## config.mk

```make
export PLATFORM = sky130hd
export DESIGN_NAME = stopwatch_timekeeper
export DESIGN_NICKNAME = d
export VERILOG_FILES = /design/src/rtl/stopwatch_pkg.sv /design/src/rtl/button_edge.sv /design/src/rtl/stopwatch_timekeeper.sv
export SDC_FILE = /design/constraint.sdc
export NUM_CORES = 1
export LEC_CHECK = 0
export CORE_MARGIN = 4
export CORE_UTILIZATION = 52
export DETAILED_ROUTE_END_ITERATION = 10
export GPL_TIMING_DRIVEN = 0
export PLACE_DENSITY = 0.78
export SLEW_MARGIN = 20
export SYNTH_ARGS = -nofsm -noshare
export SYNTH_HDL_FRONTEND = slang
export SYNTH_HIERARCHICAL = 1
export SYNTH_SLANG_ARGS = --single-unit
```

## constraint.sdc

```tcl
create_clock -name clock -period 1.85 [get_ports clock]
set_clock_uncertainty 0.15 [all_clocks]
set_input_delay 0.4625 -clock clock [delete_from_list [all_inputs] [get_ports clock]]
set_output_delay 0.4625 -clock clock [all_outputs]
set_load 0.01 [all_outputs]
```

## src/rtl/stopwatch_pkg.sv

```systemverilog
// Shared types and constants for the stopwatch timekeeper.
package stopwatch_pkg;

  localparam int unsigned TIME_WIDTH = 6;
  localparam int unsigned STATE_WIDTH = 2;

  localparam logic [TIME_WIDTH-1:0] MAX_SECONDS = TIME_WIDTH'(59);
  localparam logic [TIME_WIDTH-1:0] MAX_MINUTES = TIME_WIDTH'(59);

  // State enumeration
  localparam logic [STATE_WIDTH-1:0] ST_IDLE    = 2'd0;
  localparam logic [STATE_WIDTH-1:0] ST_RUNNING = 2'd1;
  localparam logic [STATE_WIDTH-1:0] ST_PAUSED  = 2'd2;

  typedef struct packed {
    logic [TIME_WIDTH-1:0] minutes;
    logic [TIME_WIDTH-1:0] seconds;
  } mmss_t;

  // Advance mm:ss by one second, wrapping 59:59 to 00:00
  function automatic mmss_t mmss_inc(input mmss_t t);
    mmss_t r;
    r = t;
    if (t.seconds >= MAX_SECONDS) begin
      r.seconds = '0;
      if (t.minutes >= MAX_MINUTES) begin
        r.minutes = '0;
      end else begin
        r.minutes = t.minutes + TIME_WIDTH'(1);
      end
    end else begin
      r.seconds = t.seconds + TIME_WIDTH'(1);
    end
    return r;
  endfunction

endpackage

```

## src/rtl/button_edge.sv

```systemverilog
// Two-flop synchronizer plus registered rising-edge detector for one button.
// A level held high across reset produces no pulse until it has been seen low.
module button_edge (
  input  logic clock,
  input  logic reset,
  input  logic i_button,
  output logic o_pulse
);

  logic       r_sync1;
  logic       r_sync2;
  logic       r_sync3;
  logic [1:0] r_vld;
  logic       r_armed;
  logic       r_pulse;

  // Synchronize, arm on a genuine low level, then emit one pulse per rising edge
  always_ff @(posedge clock) begin
    if (!reset) begin
      r_sync1 <= 1'b0;
      r_sync2 <= 1'b0;
      r_sync3 <= 1'b0;
      r_vld   <= 2'b00;
      r_armed <= 1'b0;
      r_pulse <= 1'b0;
    end else begin
      r_sync1 <= i_button;
      r_sync2 <= r_sync1;
      r_sync3 <= r_sync2;
      r_vld   <= {r_vld[0], 1'b1};
      if (r_vld[1] && !r_sync2) begin
        r_armed <= 1'b1;
      end
      r_pulse <= r_armed & r_sync2 & ~r_sync3;
    end
  end

  assign o_pulse = r_pulse;

endmodule

```

## src/rtl/stopwatch_timekeeper.sv

```systemverilog
// Stopwatch: IDLE/RUNNING/PAUSED control, seconds prescaler, mm:ss count and lap freeze.
module stopwatch_timekeeper
  import stopwatch_pkg::*;
#(
  parameter int unsigned TICK_DIVISOR = 100000000
) (
  input  logic                  clock,
  input  logic                  reset,
  input  logic                  start_stop,
  input  logic                  clear,
  input  logic                  lap,
  output logic [TIME_WIDTH-1:0] minutes,
  output logic [TIME_WIDTH-1:0] seconds,
  output logic                  running,
  output logic                  lap_active,
  output logic                  rollover
);

  localparam int unsigned PRESC_W = (TICK_DIVISOR > 2) ? $clog2(TICK_DIVISOR) : 1;
  localparam logic [PRESC_W-1:0] PRESC_LAST = PRESC_W'(TICK_DIVISOR - 1);

  logic                   w_start_p;
  logic                   w_clear_p;
  logic                   w_lap_p;
  logic [STATE_WIDTH-1:0] r_state;
  logic [STATE_WIDTH-1:0] w_state_nxt;
  logic [PRESC_W-1:0]     r_presc;
  logic                   w_tick;
  logic                   w_at_max;
  logic                   w_lap_toggle;
  mmss_t                  r_time;
  mmss_t                  w_time_inc;
  mmss_t                  r_disp;
  logic                   r_running;
  logic                   r_lap_active;
  logic                   r_rollover;

  button_edge u_start_edge (
    .clock    (clock),
    .reset    (reset),
    .i_button (start_stop),
    .o_pulse  (w_start_p)
  );

  button_edge u_clear_edge (
    .clock    (clock),
    .reset    (reset),
    .i_button (clear),
    .o_pulse  (w_clear_p)
  );

  button_edge u_lap_edge (
    .clock    (clock),
    .reset    (reset),
    .i_button (lap),
    .o_pulse  (w_lap_p)
  );

  assign w_tick       = (r_state == ST_RUNNING) && (r_presc == PRESC_LAST);
  assign w_at_max     = (r_time.minutes == MAX_MINUTES) && (r_time.seconds == MAX_SECONDS);
  assign w_time_inc   = mmss_inc(r_time);
  assign w_lap_toggle = w_lap_p && !w_clear_p && (r_state != ST_IDLE);

  // Next-state logic; clear dominates start_stop
  always_comb begin
    w_state_nxt = r_state;
    if (w_clear_p) begin
      w_state_nxt = ST_IDLE;
    end else if (w_start_p) begin
      case (r_state)
        ST_IDLE:    w_state_nxt = ST_RUNNING;
        ST_RUNNING: w_state_nxt = ST_PAUSED;
        ST_PAUSED:  w_state_nxt = ST_RUNNING;
        default:    w_state_nxt = ST_IDLE;
      endcase
    end else if (r_state != ST_IDLE && r_state != ST_RUNNING && r_state != ST_PAUSED) begin
      w_state_nxt = ST_IDLE;
    end
  end

  // State register and registered status flags
  always_ff @(posedge clock) begin
    if (!reset) begin
      r_state      <= ST_IDLE;
      r_running    <= 1'b0;
      r_lap_active <= 1'b0;
    end else begin
      r_state   <= w_state_nxt;
      r_running <= (w_state_nxt == ST_RUNNING);
      if (w_clear_p) begin
        r_lap_active <= 1'b0;
      end else if (w_lap_toggle) begin
        r_lap_active <= ~r_lap_active;
      end
    end
  end

  // Prescaler advances only while running and holds its phase while paused
  always_ff @(posedge clock) begin
    if (!reset) begin
      r_presc <= '0;
    end else if (w_clear_p) begin
      r_presc <= '0;
    end else if (r_state == ST_RUNNING) begin
      r_presc <= w_tick ? '0 : r_presc + PRESC_W'(1);
    end
  end

  // Internal mm:ss count and rollover pulse
  always_ff @(posedge clock) begin
    if (!reset) begin
      r_time     <= '0;
      r_rollover <= 1'b0;
    end else if (w_clear_p) begin
      r_time     <= '0;
      r_rollover <= 1'b0;
    end else begin
      r_rollover <= w_tick && w_at_max;
      if (w_tick) begin
        r_time <= w_time_inc;
      end
    end
  end

  // Display follows the internal count one cycle late, frozen while lap is active
  always_ff @(posedge clock) begin
    if (!reset) begin
      r_disp <= '0;
    end else if (w_clear_p) begin
      r_disp <= '0;
    end else if (!r_lap_active) begin
      r_disp <= r_time;
    end
  end

  assign minutes    = r_disp.minutes;
  assign seconds    = r_disp.seconds;
  assign running    = r_running;
  assign lap_active = r_lap_active;
  assign rollover   = r_rollover;

endmodule
```

==> Word level (Yosys, flattened, before mapping) <==
Index checks and enable logic that the tools add are counted.
{ "totals": {"out_inout_bits": 15, "inputBits": 5, "register_bits": 77} }
{ "op_classes": {"n_addsub": 3, "n_reduce_logical": 19, "n_mux": 10, "n_bitwise": 11, "eq_ne": 8, "magnitude_cmp": 2} }
{ "ops": {"columns": ["op", "n"], "rows": [
  ["27-bit by 1-bit adder with 27-bit output (second input constant)", 1],
  ["27-bit == test (second input constant)", 1],
  ["27-bit two-way mux", 1],
  ["6-bit by 1-bit adder with 6-bit output (second input constant)", 2],
  ["6-bit == test (second input constant)", 2],
  ["6-bit >= comparator (second input constant)", 2],
  ["6-bit two-way mux", 2],
  ["1-bit logical AND", 10],
  ["1-bit AND", 6],
  ["2-bit two-way mux", 3],
  ["1-bit inverter", 5],
  ["2-bit by 1-bit == test with 1-bit output (second input constant)", 2],
  ["1-bit zero test", 4],
  ["2-bit case mux with 2 select lines", 1],
  ["2-bit OR reduction", 2],
  ["1-bit two-way mux", 3],
  ["2-bit == test (second input constant)", 1],
  ["2-bit zero test", 1],
  ["2-bit by 1-bit inequality test with 1-bit output (second input constant)", 1],
  ["2-bit inequality test (second input constant)", 1],
  ["2-bit AND reduction", 1],
  ["2-bit nonzero test", 1]
]} }

==> Depth between registers and ports, before layout <==
Gate-level depths: netlist of the first run.
{ "depth": {"depth_word": 7, "mapped_depth": 7, "depth_no_buf": 6} }

==> Cells and area by module <==
Netlist of the first run, hierarchy kept.
{ "modules_own_cells": {"columns": ["module", "cells_per_inst", "area_per_inst_um2", "instances", "seq_area_each_um2"], "rows": [
  ["stopwatch_timekeeper", 285, 2508.7, 1, 1121.1],
  ["button_edge", 14, 193.9, 3, 140.1]
]} }

==> Worst setup path after synthesis of the first run <==
Ideal clock, no wire load.
{ "synth_timing": {"kind": "reg-to-reg", "startpoint": "register r_presc[0]", "endpoint": "register r_time[6] in the netlist's numbering", "path_stages_with_launch": 7, "arrival_time_ps": 1692, "path_slack_ps": -62, "synth_period_minus_slack_ps": 1912, "t_required_ps": 1630, "path_cell_list": "dfxtp_1 ha_1 nand3b_4 or2_4 nand4bb_4 or4b_1 a21oi_1"} }
{ "synth_between": {"elab_chain_len": 3} }
{ "synth_rtl": {"columns": ["element", "line", "rtl"], "rows": [
  ["from (decl)", "stopwatch_timekeeper.sv:27", "logic [PRESC_W-1:0] r_presc;"],
  ["from (signal assigned)", "stopwatch_timekeeper.sv:105", "r_presc <= w_tick ? '0 : r_presc + PRESC_W'(1);"],
  ["27-bit == test", "stopwatch_timekeeper.sv:59", "assign w_tick = (r_state == ST_RUNNING) && (r_presc == PRESC_LAST);"],
  ["1-bit logical AND", "stopwatch_timekeeper.sv:59", null],
  ["2-bit AND reduction (no line)", null, null],
  ["to (signal assigned)", "stopwatch_timekeeper.sv:120", "r_time <= w_time_inc;"],
  ["to (decl)", "stopwatch_timekeeper.sv:31", "mmss_t r_time;"]
]} }
Every way passes these cells.
A chain may end at the register's enable or synchronous reset.

==> Worst setup path after layout of the first run <==
Ends and elaborated chain as after synthesis.

==> flow_summary.yaml, run 1 <==
clock_network:
  cts_max_level: 3
  clockBufferDepth: 2
  cts_tree: "done"
  cts_sinks: 77
  insertion_delay_ns: 0.34
  cts_root_buf: "clkbuf_8"
  clk_transition_reported_paths_ns: 0.07
  cts_made_buffers: 9
  hold_buffers: 0
sta:
  maxSlewHeadroom_pct: 68.80
  rsz0062_at_grt: "yes"
  setup_viol: 6
  holdWs_ns: 0.2919
  fin_crit_ns: 1.959
  max_freq_mhz: 510.4
  tightest_slew_ns: 0.4679
  maxSlewViolCount: 0
  finalHoldViolations: 0
  min_period_over_period_pct: 105.9
  fin_ws_ns: -0.1094
power_and_ir_drop:
  switching_share_pct: 18.83
  p_switching_uw: 634.5
  ir_worst_vdd_mv: 0.7703
  p_seq_share_pct: 49.9
  fin_total_pwr_mw: 3.369
  power.density_mw_per_mm2: 859.4
  p_int_mw: 2.734
  pwr-share-clk_pct: 48.2
  pwr-share-comb_pct: 1.9
  p_leak_nw: 1.675
floorplanning:
  die_h_um: 85.09
  die_x_um: 85.09
  ios: 20
  initial_core_util_pct: 54.78
  die_area_mm2: 0.007240
  core-area_mm2: 0.005642
  rows: 27
final_layout:
  fin_util_pct: 69.48
  fillers: 404
  fin_nets: 377
  ff_latch_area_mm2: 0.001564
  syn_to_final_growth_pct: 26.84
  multi_input_comb_area_mm2: 0.001625
  antennaDiodeCount: 0
  drive_gt1_share_pct: 24.60
placement:
  io_buffers: 19
  place_congestion: 0.8507
  hpwl_mm: 3.837
  pre_cts_ws_ns: -0.6578
detailed_routing:
  ant_nets: 0
  first_pass_iters: 4
  viasPerCell: 5.408
  vias: 2412
  drtIter0Drc: 184
  drt_wl_total_mm: 6.254
  wl_per_cell_um: 14.02
  drc_errors: 0
synth:
  synth_cell_types: 45
  yosys.cell_count.top_type: "dfxtp_1"
  synthFlopType: "dfxtp_1"
  synth_top_area_share_pct: 49.88
  syn-num-nets: 335
  synthArstFlopShare_pct: 0
  synth_edf_count: 0
  synth.area.top_cells: "dfxtp_1 (50%), nor2_1 (7.4%), mux2i_1 (4.2%)"
  seq_area_frac_synth_pct: 49.88
  yosysTopAreaCell: "dfxtp_1"
  yosys_warnings: 6
  synth_common_cells: "dfxtp_1 (77), nor2_1 (61), nand2_1 (17), nand3_1 (17)"
  synth_area_per_cell_um2: 9.451
  ys_ff_latch: 77
  synth_area_mm2: 0.003090
  synthCells: 327
global_route:
  grt_pass1_wl_mm: 10.33
  grtUsageTotal_pct: 17.90
  grt_pass1_vias: 2236
  overflow: 0
  grt_max_degree: 21
  antenna_found_initial: 0
setup_path:
  cp_max_fo: 7
  path_cells: "ha_4 -> nand3b_4 -> or2_4 -> nand4bb_4 -> or4b_4 -> a21oi_2"
  critPathTopFamily: "simple AND/OR/NAND/NOR gates"
  path_buf_inv: 0
  start_kind: "flip-flop"
  cpPeakStageDelay_ns: 0.51
  cp.arrival_ns: 2.09
  crit_slowest_cell: "or4b_4"
  regToRegSetupSlack_ns: -0.11
  cp-end-kind: "flip-flop"
  path_class: "flip-flop to flip-flop"
  crit_required_ns: 1.98
status:
  violations: "setup timing"
  status: "finished, violations left"
worst_hold_path:
  hold_path.class: "flip-flop to flip-flop"
job:
  max_cap_viol_count: 0
==> logic make-up (layout without fill, tap and decap cells) <==
group,Yosys count,in the layout,share of synthesized area [%]
and+or+nand+nor,163,163,29.07
DFF,77,77,49.88
AOI/OAI and AO/OA,30,30,6.154
xor gates and xnor gates,26,26,7.368
muxes,14,14,4.575
buffers and inverters,14,61,1.741
adders and majority gates,3,3,1.215
==> placed cells by master (no fill, tap or decap), drive strengths merged, types with 2 or more instances in the layout <==
cell           instances
clkbuf                18
nand2                 17
nand3                 17
dlygate4sd2            4
or2                    4
mux2i                 13
nor2                  61
and3b                  3
inv                    2
dfxtp                 77
or3                    4
nor4                   3
dlymetal6s2s          10
and2                  15
and4                   5
xnor2                 13
o21ai                  8
o211a                  2
buf                   17
clkinvlp               2
xor2                  13
and3                   5
nand4                  7
clkdlybuf4s50          4
nor2b                  6
a21oi                 10
bufinv                 4
nor4bb                 2
and4b                  2
o21a                   4
nor3                   5
ha                     3
==> repair_timing <==
| item | in CTS | in global routing |
|---|---|---|
| buffers inserted | 10 | 3 |
| gates cloned | 1 | 0 |
| endpoints found under the setup margin | 60 | 56 |
| gates resized for setup | 34 | 44 |
| pin swaps | 9 | 10 |
==> metal layers <==
layer,up-vias,GRT usage (%),share of wire (%)
met2,54,28.46,48
met4,0,8.777,2.4
li1,1206,-,-
met3,16,6.311,3.9
met5,-,0,0
met1,1136,21.46,45
==> sequential cells by signal, summed over array words and instances (netlist names), 2 cells and up <==
signal,cells
seconds,6
minutes,6
u_lap_edge/r_vld,2
u_clear_edge/r_vld,2
r_state,2
r_time,12
r_presc,27
u_start_edge/r_vld,2
==> path summary, 6_finish.rpt <==
path | startpoint | end | depth (start not counted)
worst max-delay path | r_presc[0] | r_time[6] | 6
worst max register to register | r_presc[0] | r_time[6] | 6
worst min register to register | u_clear_edge/r_sync1 | u_clear_edge/r_sync2 | 1
worst min-delay path | u_clear_edge/r_sync1 | u_clear_edge/r_sync2 | 1
==> power by group through the flow <==
| stage | clock network (mW) | registers, mW | logic (mW) |
|---|---|---|---|
| after floorplan | 0 | 1.72 | 0.0375 |
| after detailed placement | 0 | 1.72 | 0.0627 |
| after CTS | 1.66 | 1.68 | 0.0637 |
| after global placement | 0 | 1.72 | 0.0616 |
| after global routing | 1.73 | 1.68 | 0.0719 |
| final | 1.62 | 1.68 | 0.0648 |
==> cell type report <==
cell class                      count  area share (%)
Clock inverter                      6           3.447
Buffer                             11           1.724
Inverter                            2          0.1915
Multi-Input combinational cell    236           41.46
Tap cell                           72           2.298
Sequential cell                    77           39.90
Clock buffer                       10           3.256
Timing Repair Buffer               32           7.724
==> metrics by stage <==
stage	cell area [µm²]	std cells	setup TNS [ns]
floorplan	3105	327	-0.03218
finish	3920	446	-0.2858
global route	3920	446	-1.394
global placement	3386	418	-30.07
detailed placement	3386	418	-31.59
CTS	3807	444	-0.2771
(Power assumes the default switching activity.)
==> run 2, diff against run 1 <==
--- a/config.mk
+++ b/config.mk
@@ -5,9 +5,10 @@
 export SDC_FILE = /design/constraint.sdc
 export NUM_CORES = 1
 export LEC_CHECK = 0
-export CORE_MARGIN = 4
-export CORE_UTILIZATION = 52
+export CORE_MARGIN = 10
+export CORE_UTILIZATION = 56
 export DETAILED_ROUTE_END_ITERATION = 10
+export DONT_BUFFER_PORTS = 1
 export GPL_TIMING_DRIVEN = 0
 export PLACE_DENSITY = 0.78
 export SLEW_MARGIN = 20
==> run 2 against run 1 <==
Register-to-register slack lost 0.02 ns. Wire length shrank 2.2%. Clock-buffer cell count is the same. The flow still finishes with violations (setup timing).
==> flow_summary.yaml, run 2 (synthesized netlist as in run 1, its figures left out) <==
sta:
  maxSlewHeadroom_pct: 62.03
  finalHoldViolations: 0
  fin_crit_ns: 1.979
  min_period_over_period_pct: 107.0
  maxSlewViolCount: 0
  fin_ws_ns: -0.1286
  setup_viol: 11
  tightest_slew_ns: 0.5696
  rsz0062_at_grt: "yes"
  max_freq_mhz: 505.4
placement:
  pre_cts_ws_ns: -0.1801
  place_area_mm2: 0.003193
  place_congestion: 0.8159
  io_buffers: 0
  hpwl_mm: 3.859
worst_hold_path:
  hold_path.class: "input port to flip-flop"
  hold_depth: 1
  hp-start: "reset"
power_and_ir_drop:
  pwr-share-clk_pct: 40.4
  p_int_mw: 2.210
  p_leak_nw: 1.355
  ir_worst_vdd_mv: 0.8212
  p_seq_share_pct: 57.6
  power.density_mw_per_mm2: 816.9
  pwr-share-comb_pct: 1.9
  p_switching_uw: 704.1
  switching_share_pct: 24.16
  fin_total_pwr_mw: 2.914
detailed_routing:
  drc_errors: 0
  viasPerCell: 5.577
  vias: 2359
  first_pass_iters: 4
  ant_nets: 0
  drt_wl_total_mm: 6.119
  drtIter0Drc: 129
  wl_per_cell_um: 14.47
global_route:
  antenna_found_initial: 0
  grt_pass1_wl_mm: 10.36
  overflow: 0
  grtUsageTotal_pct: 14.61
  grt_max_degree: 19
  grt_pass1_vias: 2253
setup_path:
  crit_slowest_cell: "or4b_4"
  path_buf_inv: 0
  rr_startpoint: "r_presc[0]"
  cpPeakStageDelay_ns: 0.51
  cp.depth: 6
  cp_max_fo: 7
  start_kind: "flip-flop"
  path_class: "flip-flop to flip-flop"
  cp-end-kind: "flip-flop"
  startpoint: "r_presc[0]"
  ff2ff_path_depth: 6
  crit_required_ns: 1.99
  cp.arrival_ns: 2.12
  critPathTopFamily: "simple AND/OR/NAND/NOR gates"
  path_cells: "ha_4 -> nand3b_4 -> or2_4 -> nand4bb_4 -> or4b_4 -> a21oi_2"
clock_network:
  insertion_delay_ns: 0.36
  cts_root_buf: "clkbuf_8"
  cts_max_level: 3
  cts_tree: "done"
  cts_sinks: 77
  clockBufferDepth: 2
  cts_made_buffers: 9
  clk_transition_reported_paths_ns: 0.08
final_layout:
  drive_gt1_share_pct: 21.25
  largest_reg_flops: 27
  syn_to_final_growth_pct: 15.43
  fin_nets: 356
  fin_area_mm2: 0.003567
  top_regs: "r_presc x27, r_time x12"
  final_common_cell: "dfxtp_1"
  largest_register: "r_presc"
  layout_common_cells: "dfxtp_1 (66), nor2_1 (60), nand2_1 (17), nand3_1 (16)"
  fin_util_pct: 68.11
  antennaDiodeCount: 0
floorplanning:
  rows: 26
  die_area_mm2: 0.008890
  ios: 20
  core-area_mm2: 0.005238
  initial_core_util_pct: 59.01
  die_x_um: 94.29
  die_h_um: 94.29
status:
  status: "finished, violations left"
  violations: "setup timing"
job:
  max_cap_viol_count: 0
==> run 2: cell type report <==
| type | count | area [µm²] |
|---|---|---|
| clock buffer | 10 | 127.6 |
| buffer | 11 | 62.56 |
| sequential | 77 | 1560 |
| tap | 70 | 87.58 |
| clock inverter | 6 | 53.80 |
| multi-input combinational | 236 | 1583 |
| fill | 391 | 1670 |
| inverter | 2 | 7.507 |
| timing repair buffer | 11 | 85.08 |
==> run 2: worst paths after layout <==
check | to | slack [ns]
hold reg to reg | u_start_edge/r_sync2 | 0.29
setup reg to reg | r_time[6] | -0.13
hold / removal | u_clear_edge/r_armed | 0.07
setup / recovery | r_time[6] | -0.13
==> run 2: worst reg2reg max path: stages (launching register included) <==
cell and delay [ns]:
dfxtp_2 0.36, ha_4 0.14, nand3b_4 0.08, or2_4 0.28, nand4bb_4 0.28, or4b_4 0.52, a21oi_2 0.12
==> run 2: through the flow <==
step	hold slack (ns)	cells	setup TNS [ns]
finish	0.06724	423	-0.5240
global route	0.05272	423	-1.861
CTS	0.05488	421	-0.2895
detailed placement	0.2765	397	-3.970
global placement	0.2727	397	-3.920
floorplan	0.2704	327	-0.03218
==> run 2: power groups by stage <==
| stage | Combinational (mW) | Sequential [mW] | Clock [mW] |
|---|---|---|---|
| after floorplan | 0.0375 | 1.72 | 0 |
| after global placement | 0.0484 | 1.72 | 0 |
| after detailed placement | 0.0501 | 1.72 | 0 |
| after CTS | 0.0539 | 1.68 | 1.20 |
| after global routing | 0.0624 | 1.68 | 1.29 |
| final | 0.0565 | 1.68 | 1.18 |
==> run 2: per-layer routing <==
metal | routed length [µm] | global-route usage, %
met2 | 2934 | 22.88
met5 | 0 | 0
met1 | 2654 | 16.87
met3 | 387 | 6.315
met4 | 143 | 6.456
==> run 2: repair_timing <==
| action | 4_1_cts | 5_1_grt |
|---|---|---|
| gates resized for setup | 27 | 19 |
| hold endpoints to repair | 3 | 0 |
| cloned | 1 | 0 |
| setup endpoints to repair | 43 | 35 |
| hold buffers | 1 | 0 |
| pin swaps | 13 | 3 |
| setup buffers | 6 | 3 |
